--- src/rtl/quant_sequencer_pkg.sv ---
`default_nettype none
// ============================================================================
// Module      : quant_sequencer_pkg
// Description : Shared constants and state type for the quantizer sequencer.
// Revision    : 1.0 - initial release
// ============================================================================
package quant_sequencer_pkg;

    localparam int N     = 8;
    localparam int IN_W  = 10;
    localparam int OUT_W = 8;

    localparam logic [2:0] c_last_col = 3'd7;
    localparam logic [7:0] c_drop_max = 8'hFF;

    typedef enum logic [0:0] {
        IDLE   = 1'b0,
        ACTIVE = 1'b1
    } state_t;

endpackage
`default_nettype wire

--- src/rtl/quant_sequencer_if.sv ---
`default_nettype none
// ============================================================================
// Module      : quant_sequencer_if
// Description : Column input and quantized-column output handshakes.
// Revision    : 1.0 - initial release
// ============================================================================
interface quant_sequencer_if;
    import quant_sequencer_pkg::*;

    logic                  in_valid;
    logic                  in_ready;
    logic                  in_sob;
    logic [N*IN_W-1:0]     in_data;
    logic                  out_valid;
    logic                  out_ready;
    logic [N*OUT_W-1:0]    out_data;
    logic [2:0]            out_col;
    logic                  out_eob;

    modport slave (
        input  in_valid, in_sob, in_data, out_ready,
        output in_ready, out_valid, out_data, out_col, out_eob
    );

    modport master (
        output in_valid, in_sob, in_data, out_ready,
        input  in_ready, out_valid, out_data, out_col, out_eob
    );

endinterface
`default_nettype wire

--- src/rtl/quant_sequencer.sv ---
`default_nettype none
// ============================================================================
// Module      : quant_sequencer
// Description : Aligns DCT columns into 8x8 blocks, drives the external
//               quantizer and registers its result into a one-deep output.
// Revision    : 1.0 - initial release
// ============================================================================
module quant_sequencer
    import quant_sequencer_pkg::*;
#(
    parameter int BLK_W = 16
) (
    input  logic                 clk,
    input  logic                 reset,
    quant_sequencer_if.slave     bus,
    output logic [N*IN_W-1:0]    q_in,
    output logic [2:0]           q_count,
    input  logic [N*OUT_W-1:0]   q_out,
    output logic                 sync_err,
    output logic [7:0]           drop_cnt,
    output logic [BLK_W-1:0]     blk_cnt
);

    state_t               r_state;
    state_t               w_state_nxt;
    logic [2:0]           r_col;
    logic [2:0]           w_col_nxt;
    logic [2:0]           w_index;
    logic                 w_in_fire;
    logic                 w_capture;
    logic                 w_drop;
    logic                 w_sync;
    logic                 w_eob;

    logic                 r_out_valid;
    logic [N*OUT_W-1:0]   r_out_data;
    logic [2:0]           r_out_col;
    logic                 r_out_eob;
    logic                 r_sync_err;
    logic [7:0]           r_drop_cnt;
    logic [BLK_W-1:0]     r_blk_cnt;

    assign bus.in_ready = !r_out_valid || bus.out_ready;
    assign w_in_fire    = bus.in_valid && bus.in_ready;
    // A start-of-block beat always restarts at column 0, even mid-block.
    assign w_index      = bus.in_sob ? 3'd0 : r_col;
    assign w_eob        = w_capture && (w_index == c_last_col);

    assign q_in    = bus.in_data;
    assign q_count = w_index;

    always_ff @(posedge clk) begin
        if (!reset) begin
            r_state <= IDLE;
            r_col   <= 3'd0;
        end else begin
            r_state <= w_state_nxt;
            r_col   <= w_col_nxt;
        end
    end

    always_comb begin
        w_state_nxt = r_state;
        w_col_nxt   = r_col;
        w_capture   = 1'b0;
        w_drop      = 1'b0;
        w_sync      = 1'b0;
        if (w_in_fire) begin
            case (r_state)
                IDLE: begin
                    if (bus.in_sob) begin
                        w_capture   = 1'b1;
                        w_col_nxt   = 3'd1;
                        w_state_nxt = ACTIVE;
                    end else begin
                        w_drop = 1'b1;
                    end
                end
                ACTIVE: begin
                    w_capture = 1'b1;
                    if (bus.in_sob) begin
                        w_sync    = (r_col != 3'd0);
                        w_col_nxt = 3'd1;
                    end else if (r_col == c_last_col) begin
                        w_col_nxt   = 3'd0;
                        w_state_nxt = IDLE;
                    end else begin
                        w_col_nxt = r_col + 3'd1;
                    end
                end
                default: begin
                    w_state_nxt = IDLE;
                    w_col_nxt   = 3'd0;
                end
            endcase
        end
    end

    always_ff @(posedge clk) begin
        if (!reset) begin
            r_out_valid <= 1'b0;
            r_out_data  <= '0;
            r_out_col   <= 3'd0;
            r_out_eob   <= 1'b0;
            r_sync_err  <= 1'b0;
            r_drop_cnt  <= 8'd0;
            r_blk_cnt   <= '0;
        end else begin
            r_sync_err <= w_sync;
            if (w_capture) begin
                r_out_valid <= 1'b1;
                r_out_data  <= q_out;
                r_out_col   <= w_index;
                r_out_eob   <= w_eob;
            end else if (bus.out_ready) begin
                r_out_valid <= 1'b0;
            end
            if (w_drop && (r_drop_cnt != c_drop_max)) begin
                r_drop_cnt <= r_drop_cnt + 8'd1;
            end
            if (w_eob) begin
                r_blk_cnt <= r_blk_cnt + {{(BLK_W-1){1'b0}}, 1'b1};
            end
        end
    end

    assign bus.out_valid = r_out_valid;
    assign bus.out_data  = r_out_data;
    assign bus.out_col   = r_out_col;
    assign bus.out_eob   = r_out_eob;
    assign sync_err      = r_sync_err;
    assign drop_cnt      = r_drop_cnt;
    assign blk_cnt       = r_blk_cnt;

endmodule
`default_nettype wire

--- src/flat_wrapper.sv ---
// flat-port wrapper written by rule: the top's interface ports become plain ports
module quant_sequencer_flat import quant_sequencer_pkg::*;
#(
    parameter int BLK_W = 16
)
  (clk, reset, q_in, q_count, q_out, sync_err, drop_cnt, blk_cnt, bus_in_valid, bus_in_sob, bus_in_data, bus_out_ready, bus_in_ready, bus_out_valid, bus_out_data, bus_out_col, bus_out_eob);
  quant_sequencer_if bus_i ();
  input  logic clk;
  input  logic reset;
  output logic [N*IN_W-1:0] q_in;
  output logic [2:0] q_count;
  input  logic [N*OUT_W-1:0] q_out;
  output logic sync_err;
  output logic [7:0] drop_cnt;
  output logic [BLK_W-1:0] blk_cnt;
  input wire logic [$bits(bus_i.in_valid)-1:0] bus_in_valid;
  input wire logic [$bits(bus_i.in_sob)-1:0] bus_in_sob;
  input wire logic [$bits(bus_i.in_data)-1:0] bus_in_data;
  input wire logic [$bits(bus_i.out_ready)-1:0] bus_out_ready;
  output wire logic [$bits(bus_i.in_ready)-1:0] bus_in_ready;
  output wire logic [$bits(bus_i.out_valid)-1:0] bus_out_valid;
  output wire logic [$bits(bus_i.out_data)-1:0] bus_out_data;
  output wire logic [$bits(bus_i.out_col)-1:0] bus_out_col;
  output wire logic [$bits(bus_i.out_eob)-1:0] bus_out_eob;
  assign bus_i.in_valid = bus_in_valid;
  assign bus_i.in_sob = bus_in_sob;
  assign bus_i.in_data = bus_in_data;
  assign bus_i.out_ready = bus_out_ready;
  assign bus_in_ready = bus_i.in_ready;
  assign bus_out_valid = bus_i.out_valid;
  assign bus_out_data = bus_i.out_data;
  assign bus_out_col = bus_i.out_col;
  assign bus_out_eob = bus_i.out_eob;
  quant_sequencer #(.BLK_W(BLK_W)) u_core (.clk(clk), .reset(reset), .bus(bus_i), .q_in(q_in), .q_count(q_count), .q_out(q_out), .sync_err(sync_err), .drop_cnt(drop_cnt), .blk_cnt(blk_cnt));
endmodule
--- config.mk ---
export PLATFORM = sky130hd
export DESIGN_NAME = quant_sequencer_flat
export DESIGN_NICKNAME = d
export VERILOG_FILES = /design/src/rtl/quant_sequencer_pkg.sv /design/src/rtl/quant_sequencer_if.sv /design/src/rtl/quant_sequencer.sv /design/src/flat_wrapper.sv
export SDC_FILE = /design/constraint.sdc
export NUM_CORES = 1
export LEC_CHECK = 0
export CAP_MARGIN = 10
export CORE_AREA = 2 2 126 128
export CTS_CLUSTER_DIAMETER = 50
export DETAILED_ROUTE_END_ITERATION = 8
export DIE_AREA = 0 0 128 130
export DONT_BUFFER_PORTS = 1
export SETUP_SLACK_MARGIN = 0.1
export SLEW_MARGIN = 20
export SYNTH_ARGS = -nofsm -noshare
export SYNTH_HDL_FRONTEND = slang
export SYNTH_SLANG_ARGS = --single-unit
export TNS_END_PERCENT = 20
--- constraint.sdc ---
create_clock -name clk -period 3.8 [get_ports clk]
set_input_delay 0.76 -clock clk [delete_from_list [all_inputs] [get_ports clk]]
set_output_delay 0.76 -clock clk [all_outputs]
set_load 0.02 [all_outputs]
==> results.md, run 1 <==
- Run status: completed
- Hold path startpoint: bus_in_sob
- Setup crit start kind: register
- Commonest cells in the netlist: 141 x nand2_1, 98 x dfxtp_1, 85 x a21oi_1
- Max Transition Viols Final: 0
- Max_cap viols: 0
- Layout Nets: 608
- Layout area overhead: -2.656%
- Hold Path Depth: 2
- Asr flop ratio synth: 0%
- Worst Setup SP: u_core.r_state
- Peak VDD IR: 0.2274 mV
- Required @ worst endpoint: 4.08 ns
- Syn nets: 701
- Synth area leaders: dfxtp_1 44%, buf_4 14%, nand2_1 12%, a21oi_1 9.6%, o31ai_1 2.2%
- Setup Fix Bufs, Post-CTS: 0
- H-tree levels: 3
- Hold-fix buffers, CTS: 0
- Rel. slew slack: 46.61%
- GPL Wtd Cong: 0.7687
- Clock-pin slew on the worst setup and hold paths: 0.07 ns
- Area leader, netlist: dfxtp_1
- Fin crit share: 60.36%
- Number of flops mapped to enable cells by yosys: 0
- Critical path peak fanout: 17
- Gate Count Post-Synth: 547
- Core area: 0.01542 mm2
- Area share of the largest cell type after synthesis: 44.31%
- Register area share after synthesis: 44.31%
- Cell count after placement: 635
- Critical path endpoint category: register
- ANT nets after route: 0
- Via count: 3308
- Number of global-route vias before repair: 3052
- Non-filler instance count after layout: 651
- First-pass GRT wire length: 16080 um
- CTS tree: yes
- Die area: 0.01664 mm2
- Synth Cell Area: 0.004428 mm2
- Total Routed Length: 10840 um
- Die Span X: 128 um
- Final-report setup violation count: 0
- Routed vias/inst: 5.081
- CTS sink count: 98
- Num ports: 327
- Most frequent cell after synthesis: nand2_1
- Initial antenna violation count: 0
- Worst R2R Path Depth: 4
- Worst-case clock buffer depth: 2
- Dominant synthesized flop cell: dfxtp_1
- IO buf count: 0
- DP Wirelength: 7901 um
- Num CTS Buffers: 9
- Clock root buffer: clkbuf_16
- RSZ-0062 raised after global routing: false
- First-pass detailed-route iteration total: 4
- Gr ovfl total: 0
- # diodes: 0
- Syn. warnings: 0
- Unique masters post-synth: 34
- Total track usage: 12.63%
- Pwr per Cell Area: 531.6 mW/mm2
- Worst setup path category: reg2reg
- CP arrival: 2.57 ns
- Hold Fails Final Rpt: 0
- Fmax: 0.4360 GHz
- Share of cells above drive strength 1: 5.882%
- Clock latency on the worst-skew pair: 0.34 ns
- Synth Area per Inst: 8.095 um2
- # DRC: 0
- Die Y: 130 um
- Starting DRC count in detailed routing: 179
- #FFs+latches synth: 98
- Clock Skew: 0.007419 ns
- # rows: 46
- WL/cell: 16.65 um
- Setup TNS: 0 ns
- Starting Density: 28.71%
- # resized after CTS: 0
- Path category of the worst min-delay check: in2reg
- R2R Path Start: u_core.r_state
- Least-Margin Pin Slew: 0.7992 ns
- Largest net degree at the start of global routing: 46
- Pleak: 1.469 nW
- Final worst path period need: 2.294 ns
[state kept, by name, indices dropped and copies added (netlist names)]
register,count
u_core.blk_cnt,16
u_core.bus.out_col,3
u_core.bus.out_data,64
u_core.bus.out_eob,1
u_core.bus.out_valid,1
u_core.drop_cnt,8
u_core.r_col,3
u_core.r_state,1
u_core.sync_err,1
[path summary, 6_finish.rpt]
check,endpoint,slack [ns]
worst max-delay path,u_core.blk_cnt[14],1.51
worst min-delay path,u_core.sync_err,0.54
worst max register to register,u_core.blk_cnt[14],1.51
worst min register to register,u_core.bus.out_data[0],0.56
[cells in the final DEF (no fill, tap or decap)]
master,instances
nand2_1,141
dfxtp_1,98
a21oi_1,85
o31ai_1,13
or4_1,13
nor2_1,12
nand3_1,11
clkbuf_16,9
inv_1,7
a32oi_1,7
buf_4,7
o21ai_0,6
or3_1,6
nand2b_1,5
ha_1,5
mux2i_1,4
and4_1,3
nand4_1,3
nor4_1,3
clkinv_4,3
clkbuf_8,2
bufinv_16,2
and2b_1,1
nor2b_1,1
o211a_2,1
o211ai_1,1
inv_2,1
and3b_1,1
a21o_1,1
and3_1,1
and4b_1,1
nand3_2,1
nand4_2,1
xor2_1,1
nand3b_1,1
o21bai_1,1
[worst max-delay path, stage by stage (launching register included)]
cell and delay (ns):
dfxtp_1 0.56, and3_1 0.31, nand4_1 0.53, or4_1 0.69, a21oi_1 0.14
[logic make-up after synthesis]
family / Yosys count / share of synthesized area (%)
compound gates: 115 / 14.61
xor+xnor: 1 / 0.1978
fa+ha+maj: 5 / 1.413
buf+inv: 119 / 17.60
flops: 98 / 44.31
mux: 4 / 0.9042
simple gates: 205 / 20.97
[final cells by class]
class                   instances  area [um2]
clock buffers                  11       252.7
clock inverters                 5       86.33
fillers                      1651       11110
inverters                       8       30.03
multi-input cells             330        1687
flip-flops and latches         98        1962
well taps                     192       240.2
repair buffers                  7       52.55
[power by group]
part | internal, mW | leakage (nW) | switching [mW]
registers | 1.07 | 0.798 | 0.0816
clock network | 0.616 | 0.166 | 0.399
logic | 0.0393 | 0.505 | 0.0855
total | 1.72 | 1.47 | 0.567
[stage by stage]
stage          hold WS [ns]  util (%)  instance area (um2)  worst slack [ns]  power (mW)
2_1_floorplan        0.5165         -                 4428             1.815       1.395
3_3_place_gp         0.5470     25.75                 3971             1.307       1.295
3_5_place_dp         0.5513     25.75                 3971             1.234       1.303
4_1_cts              0.5268     27.94                 4310             1.505       2.323
5_1_grt              0.5359     27.94                 4310             1.211       2.396
6_report             0.5390     27.94                 4310             1.506       2.291
[routing by layer]
metal | global-route usage [%] | wire length (um) | up-vias
li1 | - | - | 1579
met1 | 14.15 | 4195 | 1536
met2 | 19.75 | 5099 | 155
met3 | 5.371 | 1098 | 38
met4 | 8.274 | 447 | 0
met5 | 0 | 0 | -
Note: power is estimated with default switching activity, not from simulation.
==> run 2, diff against run 1 <==
==> constraint.sdc (replaced) <==
create_clock -name clk -period 2.3 [get_ports clk]
set_input_delay 0.46 -clock clk [delete_from_list [all_inputs] [get_ports clk]]
set_output_delay 0.46 -clock clk [all_outputs]
set_load 0.02 [all_outputs]
==> run 2 against run 1 <==
  * Total power is 56% higher
  * Register-to-register slack worse by 1.1 ns
  * Setup slack worse by 1.1 ns
  * Worst hold slack worse by 0.30 ns
  * Sequential power is 65% higher
  * Clock skew hardly changed
  * Via count is 0.54% higher
  * Cell area is 0.41% lower
  * First-iteration DRC count is 4.5% lower
  * Core utilization is 0.11 points lower
  * Fmax is 24% higher
  * Critical path type unchanged
  * Largest power group unchanged
==> results.md, run 2 (synthesized netlist as in run 1, its figures left out) <==
- Run status: completed
- H-tree levels: 3
- Final worst path period need: 1.857 ns
- Clock-pin slew on the worst setup and hold paths: 0.07 ns
- IO buf count: 0
- Pleak: 1.457 nW
- # rows: 46
- Most common cell after layout, fill and taps aside: nand2_1
- GPL Wtd Cong: 0.7561
- DP Wirelength: 7801 um
- Reg-to-Reg End: u_core.drop_cnt[4]
- Setup TNS: 0 ns
- Die Y: 130 um
- Die area: 0.01664 mm2
- Path category of the worst min-delay check: in2reg
- Comb pwr share: 6.0%
- Fin crit share: 80.74%
- CP arrival: 2.14 ns
- Starting Density: 28.71%
- CTS sink count: 98
- Setup Fix Bufs, Post-CTS: 0
- Sequential Power Share: 53.1%
- Placed cell areas: 0.004006 mm2
- Rel. slew slack: 54.45%
- RSZ-0062 raised after global routing: false
- Gr busiest metal: met2
- CTS tree: yes
- Sw frac: 27.52%
- Required @ worst endpoint: 2.58 ns
- Hold-fix buffers, CTS: 0
- Met3 Usage GRT: 5.371%
- Layout Cell Area excl Fill: 0.004293 mm2
- Max_cap viols: 0
- Hold Fails Final Rpt: 0
- Share of cells above drive strength 1: 6.494%
- Clock latency on the worst-skew pair: 0.34 ns
- P_int: 2.590 mW
- Total track usage: 12.31%
- Num CTS Buffers: 9
- Max reg flops: 64
- Net switching power: 983.3 uW
- Most frequent cells in the layout: 141 x nand2_1, 98 x dfxtp_1, 85 x a21oi_1
- Layout area overhead: -3.052%
- Clock share of power: 40.9%
- R2R setup slack: 0.44 ns
- Worst Setup SP: u_core.bus.out_valid
- Core area: 0.01542 mm2
- Worst R2R Path Depth: 4
- Num ports: 327
- Total chip power: 3.573 mW
- Initial antenna violation count: 0
- Max Transition Viols Final: 0
- Number of global-route vias before repair: 2968
- Met2 Usage GRT: 19.38%
- Hold Path Depth: 2
- Routed vias/inst: 5.086
- Critical path endpoint category: register
- R2R Path Start: u_core.bus.out_valid
- Gr ovfl total: 0
- Final-report setup violation count: 0
- Least-Margin Pin Slew: 0.6833 ns
- Worst-case clock buffer depth: 2
- Largest net degree at the start of global routing: 67
- WL/cell: 16.41 um
- Total Routed Length: 10730 um
- Clock root buffer: clkbuf_16
- Critical path peak fanout: 13
- Die Span X: 128 um
- First-pass detailed-route iteration total: 4
- Setup crit start kind: register
- Critical Path Sink: u_core.drop_cnt[4]
- ANT nets after route: 0
- # resized after CTS: 0
- # DRC: 0
- First-pass GRT wire length: 15890 um
- Met1 usage: 13.68%
- Number of fill cells: 1659
- Clock Skew: 0.007188 ns
- Starting DRC count in detailed routing: 171
- Worst setup path category: reg2reg
- # diodes: 0
- Fmax: 0.5385 GHz
- Peak VDD IR: 0.3015 mV
- Pwr per Cell Area: 832.4 mW/mm2
- Layout Nets: 611
- Via count: 3326
## run 2: critical path, stage by stage (launching register included)
cell	delay, ns
dfxtp_1	0.38
nand2b_1	0.29
nand3b_1	0.37
or4_1	0.60
a21oi_1	0.15
## run 2: layout make-up
class	count	area (um2)	share of cell area, %
inverter	8	30.03	0.6995
tap	192	240.2	5.596
clock buffer	9	225.2	5.246
multi-input combinational	330	1687	39.29
timing repair buffer	10	87.58	2.040
clock inverter	7	61.31	1.428
sequential	98	1962	45.70
## run 2: through the flow
stage	util (%)	hold WS (ns)	instances	setup WS (ns)
after floorplan	-	0.5165	547	0.6146
after global placement	25.97	0.5469	638	0.4470
after detailed placement	25.97	0.5484	638	0.3740
after CTS	27.83	0.2167	654	0.4567
after global routing	27.83	0.2206	654	0.3050
final	27.83	0.2361	654	0.4429
## run 2: worst min-delay path by stage
stage / from / endpoint / slack [ns]
after floorplan: u_core.r_col[1] / u_core.r_col[1] / 0.52
after global placement: u_core.bus.out_data[60] / u_core.bus.out_data[60] / 0.55
after detailed placement: u_core.bus.out_data[13] / u_core.bus.out_data[13] / 0.55
after CTS: bus_in_sob / u_core.sync_err / 0.22
after global routing: q_out[60] / u_core.bus.out_data[60] / 0.22
final: bus_in_sob / u_core.sync_err / 0.24
## run 2: power groups by stage
| stage | clock [mW] | sequential, mW | combinational [mW] |
|---|---|---|---|
| after floorplan | 0 | 1.92 | 0.384 |
| after global placement | 0 | 1.94 | 0.207 |
| after detailed placement | 0 | 1.94 | 0.220 |
| after CTS | 1.51 | 1.90 | 0.219 |
| after global routing | 1.59 | 1.91 | 0.247 |
| final | 1.46 | 1.90 | 0.216 |
## run 2: layer usage
layer  vias up  share of wire [%]
met3        42                 10
met2       162                 47
li1       1589                  -
met1      1533                 38
met4         0                4.2
met5         -                  0
